### config.mk
export PLATFORM = sky130hd
export DESIGN_NAME = mem_access_unit
export DESIGN_NICKNAME = d
export VERILOG_FILES = /design/src/rtl/mem_access_unit.sv
export SDC_FILE = /design/constraint.sdc
export NUM_CORES = 1
export LEC_CHECK = 0
export ABC_AREA = 0
export BUFFER_PORTS_ARGS = -buffer_cell sky130_fd_sc_hd__buf_2
export CAP_MARGIN = 25
export CORE_ASPECT_RATIO = 0.5
export CORE_MARGIN = 2
export CORE_UTILIZATION = 51
export CTS_BUF_LIST = sky130_fd_sc_hd__clkbuf_8
export DETAILED_ROUTE_END_ITERATION = 16
export GPL_ROUTABILITY_DRIVEN = 0
export PLACE_DENSITY = 0.88
export SYNTH_ARGS = -nofsm -noshare
export SYNTH_HDL_FRONTEND = slang
export SYNTH_SLANG_ARGS = --single-unit
### constraint.sdc
create_clock -name Clock -period 2.7 [get_ports Clock]
set_input_delay 0.405 -clock Clock [delete_from_list [all_inputs] [get_ports Clock]]
set_output_delay 0.405 -clock Clock [all_outputs]
set_load 0.03 [all_outputs]
### src/rtl/mem_access_unit.sv
// MEM-stage load/store controller: aligns stores onto byte lanes, runs a req/ack bus access
// with timeout, and formats load data; stalls upstream while an access is outstanding.
module mem_access_unit #(
  parameter int TimeoutCycles = 255
) (
  input  logic        Clock,
  input  logic        Reset,
  input  logic        ClockEnable,
  input  logic        MemWrite,
  input  logic        MemRead,
  input  logic [31:0] Addr,
  input  logic [31:0] WData,
  input  logic [1:0]  Size,
  input  logic        Unsigned,
  output logic        Stall,
  output logic [31:0] RData,
  output logic        Misalign,
  output logic        BusErr,
  output logic        BusReq,
  output logic        BusWe,
  output logic [31:0] BusAddr,
  output logic [3:0]  BusBe,
  output logic [31:0] BusWData,
  input  logic        BusAck,
  input  logic [31:0] BusRData
);

  localparam logic [1:0] IDLE = 2'd0;
  localparam logic [1:0] REQ  = 2'd1;
  localparam logic [1:0] DONE = 2'd2;

  // Timeout fires on the last permitted REQ cycle so BusReq is high exactly TimeoutCycles cycles.
  localparam logic [15:0] TMO_LAST = 16'(TimeoutCycles - 1);

  logic [1:0]  state;
  logic [15:0] tmo_cnt;
  logic [1:0]  size_q;
  logic        uns_q;
  logic [1:0]  lane_q;

  logic        access;
  logic        misaligned;
  logic [3:0]  be_nxt;
  logic [31:0] wdat_nxt;
  logic [7:0]  byte_val;
  logic [15:0] half_val;
  logic [31:0] load_fmt;

  always_comb begin
    access = MemWrite | MemRead;
    case (Size)
      2'b00:   misaligned = 1'b0;
      2'b01:   misaligned = Addr[0];
      2'b10:   misaligned = |Addr[1:0];
      default: misaligned = 1'b1;
    endcase
  end

  always_comb begin
    be_nxt   = 4'b1111;
    wdat_nxt = WData;
    case (Size)
      2'b00: begin
        be_nxt   = 4'b0001 << Addr[1:0];
        wdat_nxt = {4{WData[7:0]}};
      end
      2'b01: begin
        be_nxt   = 4'b0011 << Addr[1:0];
        wdat_nxt = {2{WData[15:0]}};
      end
      default: ;
    endcase
  end

  always_comb begin
    case (lane_q)
      2'd0:    byte_val = BusRData[7:0];
      2'd1:    byte_val = BusRData[15:8];
      2'd2:    byte_val = BusRData[23:16];
      default: byte_val = BusRData[31:24];
    endcase
    half_val = lane_q[1] ? BusRData[31:16] : BusRData[15:0];
    case (size_q)
      2'b00:   load_fmt = uns_q ? {24'd0, byte_val} : {{24{byte_val[7]}}, byte_val};
      2'b01:   load_fmt = uns_q ? {16'd0, half_val} : {{16{half_val[15]}}, half_val};
      default: load_fmt = BusRData;
    endcase
  end

  // Stall and Misalign stay combinational so they follow the current instruction even when gated.
  assign Stall    = ((state == IDLE) && access && !misaligned) || (state == REQ);
  assign Misalign = (state == IDLE) && access && misaligned;

  always_ff @(posedge Clock) begin
    if (!Reset) begin
      state    <= IDLE;
      tmo_cnt  <= 16'd0;
      size_q   <= 2'b00;
      uns_q    <= 1'b0;
      lane_q   <= 2'b00;
      RData    <= 32'd0;
      BusErr   <= 1'b0;
      BusReq   <= 1'b0;
      BusWe    <= 1'b0;
      BusAddr  <= 32'd0;
      BusBe    <= 4'd0;
      BusWData <= 32'd0;
    end else if (ClockEnable) begin
      case (state)
        IDLE: begin
          BusErr <= 1'b0;
          if (access && !misaligned) begin
            state    <= REQ;
            tmo_cnt  <= 16'd0;
            BusReq   <= 1'b1;
            BusWe    <= MemWrite;
            BusAddr  <= {Addr[31:2], 2'b00};
            BusBe    <= be_nxt;
            BusWData <= wdat_nxt;
            size_q   <= Size;
            uns_q    <= Unsigned;
            lane_q   <= Addr[1:0];
          end
        end
        REQ: begin
          tmo_cnt <= tmo_cnt + 16'd1;
          if (BusAck) begin
            BusReq <= 1'b0;
            RData  <= BusWe ? 32'd0 : load_fmt;
            state  <= DONE;
          end else if (tmo_cnt == TMO_LAST) begin
            BusReq <= 1'b0;
            RData  <= 32'd0;
            BusErr <= 1'b1;
            state  <= DONE;
          end
        end
        DONE: begin
          BusErr <= 1'b0;
          state  <= IDLE;
        end
        default: state <= IDLE;
      endcase
    end
  end

endmodule

==> flow_summary.json <==
{
  "status": "completed",
  "vdd_drop_max_v": 0.000372,
  "yosysSeqAreaShare_pct": 43.8,
  "maxCapViolCount": 0,
  "n_antenna_cell": 0,
  "met3_length_mm": 1.05,
  "drive_gt1_share_pct": 30.9,
  "p_sw_w": 0.00125,
  "fmax_mhz": 431,
  "power_frac_clock_pct": 39.4,
  "clkTransAtPathRegs_ns": 0.08,
  "clock_path_buffers": 2,
  "initial_core_util_pct": 51.9,
  "ys.flop_type": "dfxtp_1",
  "p_comb_share_pct": 15.4,
  "critical_path.slowest_cell": "or4_4",
  "path_class": "flop to flop",
  "die-height_um": 78.5,
  "wl_mm": 15.4,
  "cp-start-kind": "flop",
  "die_width_um": 153,
  "post_cts_resized": 0,
  "max-slew-margin-rel_pct": 47.1,
  "io_buffers": 207,
  "cellLeakagePower_nw": 3.31,
  "antenna_left": 0,
  "critPathMaxStageDelay_ns": 0.54,
  "crit_start": "tmo_cnt[15]",
  "ys_ff_latch": 124,
  "fin_setup_tns_ns": 0,
  "powerDensity_nw_per_um2": 599,
  "cts_tree": "done",
  "ctsRootBufferMaster": "clkbuf_8",
  "nets": 957,
  "ff2ff_setup_slack_ns": 0.38,
  "final_max_slew_viol_count": 0,
  "netlist_area_um2": 5660,
  "synth_edf_count": 0,
  "crit_path_max_fanout": 24,
  "cts_buffers": 17,
  "finalCritPeriodShare_pct": 85.8,
  "max_slew.worst_pin.slew_ns": 0.793,
  "p_int_w": 0.00304,
  "cts_setup_buffers": 0,
  "dp_slack_ns": 0.368,
  "p_total_w": 0.00429,
  "layout_common_cells": "buf_2, nand2_1, dfxtp_1",
  "setup_viol": 0,
  "drtIter0Drc": 287,
  "met1_length_mm": 6.81,
  "vias": 5571,
  "antenna_found_initial": 0,
  "placement_rows": 27,
  "top_layer_used": "met4",
  "hp-class": "input pin to flop",
  "coreArea_um2": 10900,
  "hold_buffers": 0,
  "insertion_delay_ns": 0.43,
  "die_area_um2": 12000,
  "cp.depth": 5,
  "r2r-end": "RData[19]",
  "syn_inst": 665,
  "hold_slack_ns": 0.216,
  "layout_setup_ws_ns": 0.382,
  "ios": 210,
  "power_frac_seq_pct": 45.2,
  "grt_pass1_vias": 5106,
  "htreeDepth": 4,
  "fin_crit_ns": 2.32,
  "synthArstFlopShare_pct": 0,
  "end_kind": "flop",
  "cts_sinks": 124,
  "grt_max_degree": 89,
  "grtUsageTotal_pct": 25.1,
  "crit_buf_inv": 0,
  "hpwl_mm": 10.6,
  "final_common_cell": "buf_2",
  "p_sw_share_pct": 29.1,
  "endpoint": "RData[19]",
  "reg2reg_from": "tmo_cnt[15]",
  "viasPerCell": 5.53,
  "drc": 0,
  "rsz0062_at_grt": "no",
  "ys_types": 50,
  "first_pass_iters": 4,
  "cp.arrival_ns": 2.63,
  "wl_per_cell_um": 15.3,
  "finish.utilization_pct": 65.6,
  "hold_viol": 0,
  "yosys_warnings": 0,
  "worst_ep_required_time_ns": 3.01,
  "whs_path_depth": 2,
  "grt_pass1_wl_mm": 24.7,
  "met2_length_mm": 7.12,
  "avgSynthCellArea_um2": 8.51,
  "area.growth.synth_to_final_pct": 26.5,
  "cp_cell_sequence": "or4_4 > nor4_4 > o21ai_2 > and2_4 > a221o_1",
  "grt_remaining_overflow": 0,
  "fin_skew_ns": 0.0120,
  "cpLargestDelayFamily": "simple AND/OR/NAND/NOR gates",
  "reg2reg_depth": 5
}
## per-layer routing
layer	track usage (%)	vias up
li1	-	2710
met1	31.5	2606
met2	40.7	211
met3	6.68	44
met4	12.1	0
met5	0	-
## cell families (layout without fill, tap and decap cells)
| group | after synthesis | after routing | share of synthesized area (%) |
|---|---|---|---|
| AO/OA/AOI/OAI | 178 | 178 | 23.7 |
| flip-flops | 124 | 124 | 43.8 |
| XOR/XNOR | 13 | 13 | 2.01 |
| buffers and inverters | 63 | 260 | 4.77 |
| adder cells (fa/ha/maj) | 2 | 2 | 0.442 |
| other | 1 | 2 | 0.0662 |
| AND/OR/NAND/NOR | 260 | 260 | 20.6 |
| multiplexers | 24 | 24 | 4.62 |
## power by group through the flow
stage	sequential [W]	clock, W	combinational, W
after floorplan	0.00211	0	0.000294
after global placement	0.00198	0	0.000640
after detailed placement	0.00198	0	0.000652
after CTS	0.00194	0.00171	0.000657
after global routing	0.00195	0.00178	0.000713
final	0.00194	0.00169	0.000660
## how the worst min path moves through the flow
stage	slack (ns)	to	startpoint
6_report	0.22	RData[18]	BusRData[18]
5_1_grt	0.20	RData[16]	BusRData[16]
4_1_cts	0.20	RData[18]	BusRData[18]
3_5_place_dp	0.45	RData[8]	RData[8]
3_3_place_gp	0.45	RData[8]	RData[8]
2_1_floorplan	0.47	tmo_cnt[13]	tmo_cnt[13]
## layout make-up
cell class / count / area [µm²]
multi-input cells: 479 / 2920
inverters: 7 / 26.3
repair buffers: 221 / 1140
flip-flops and latches: 124 / 2480
well taps: 145 / 181
clock buffers: 17 / 234
fillers: 902 / 3750
clock inverters: 15 / 175
## metrics by stage
| stage | instances | cell area (µm²) |
|---|---|---|
| after floorplan | 666 | 5670 |
| after global placement | 975 | 6740 |
| after detailed placement | 975 | 6740 |
| after CTS | 1007 | 7150 |
| after global routing | 1008 | 7160 |
| final | 1008 | 7160 |
## state kept, by name, summed over array words and instances, names as in the netlist
register / flops
size_q: 2
BusWe: 1
BusWData: 32
lane_q: 2
BusBe: 4
tmo_cnt: 16
BusErr: 1
BusAddr: 30
BusReq: 1
RData: 32
uns_q: 1
state: 2
## cell usage after synthesis (4+ instances only)
master	instances	area, µm²
nand2_1	156	586
dfxtp_1	124	2480
a21boi_0	55	413
clkbuf_1	44	165
nor2_1	32	120
o21ai_0	25	125
a21oi_1	18	90.1
o211a_1	17	170
o211ai_1	17	128
a221o_1	16	160
mux2i_1	16	160
nand3_1	15	75.1
nor3_1	15	75.1
xor2_1	12	105
nand2b_1	11	68.8
a31oi_1	7	43.8
a32o_1	7	70.1
mux2_2	7	78.8
inv_1	6	22.5
o221ai_1	6	52.6
o2111ai_1	5	43.8
and3_1	4	25.0
buf_1	4	15.0
nor2b_1	4	25.0
or3_1	4	25.0
(Power assumes the default switching activity.)
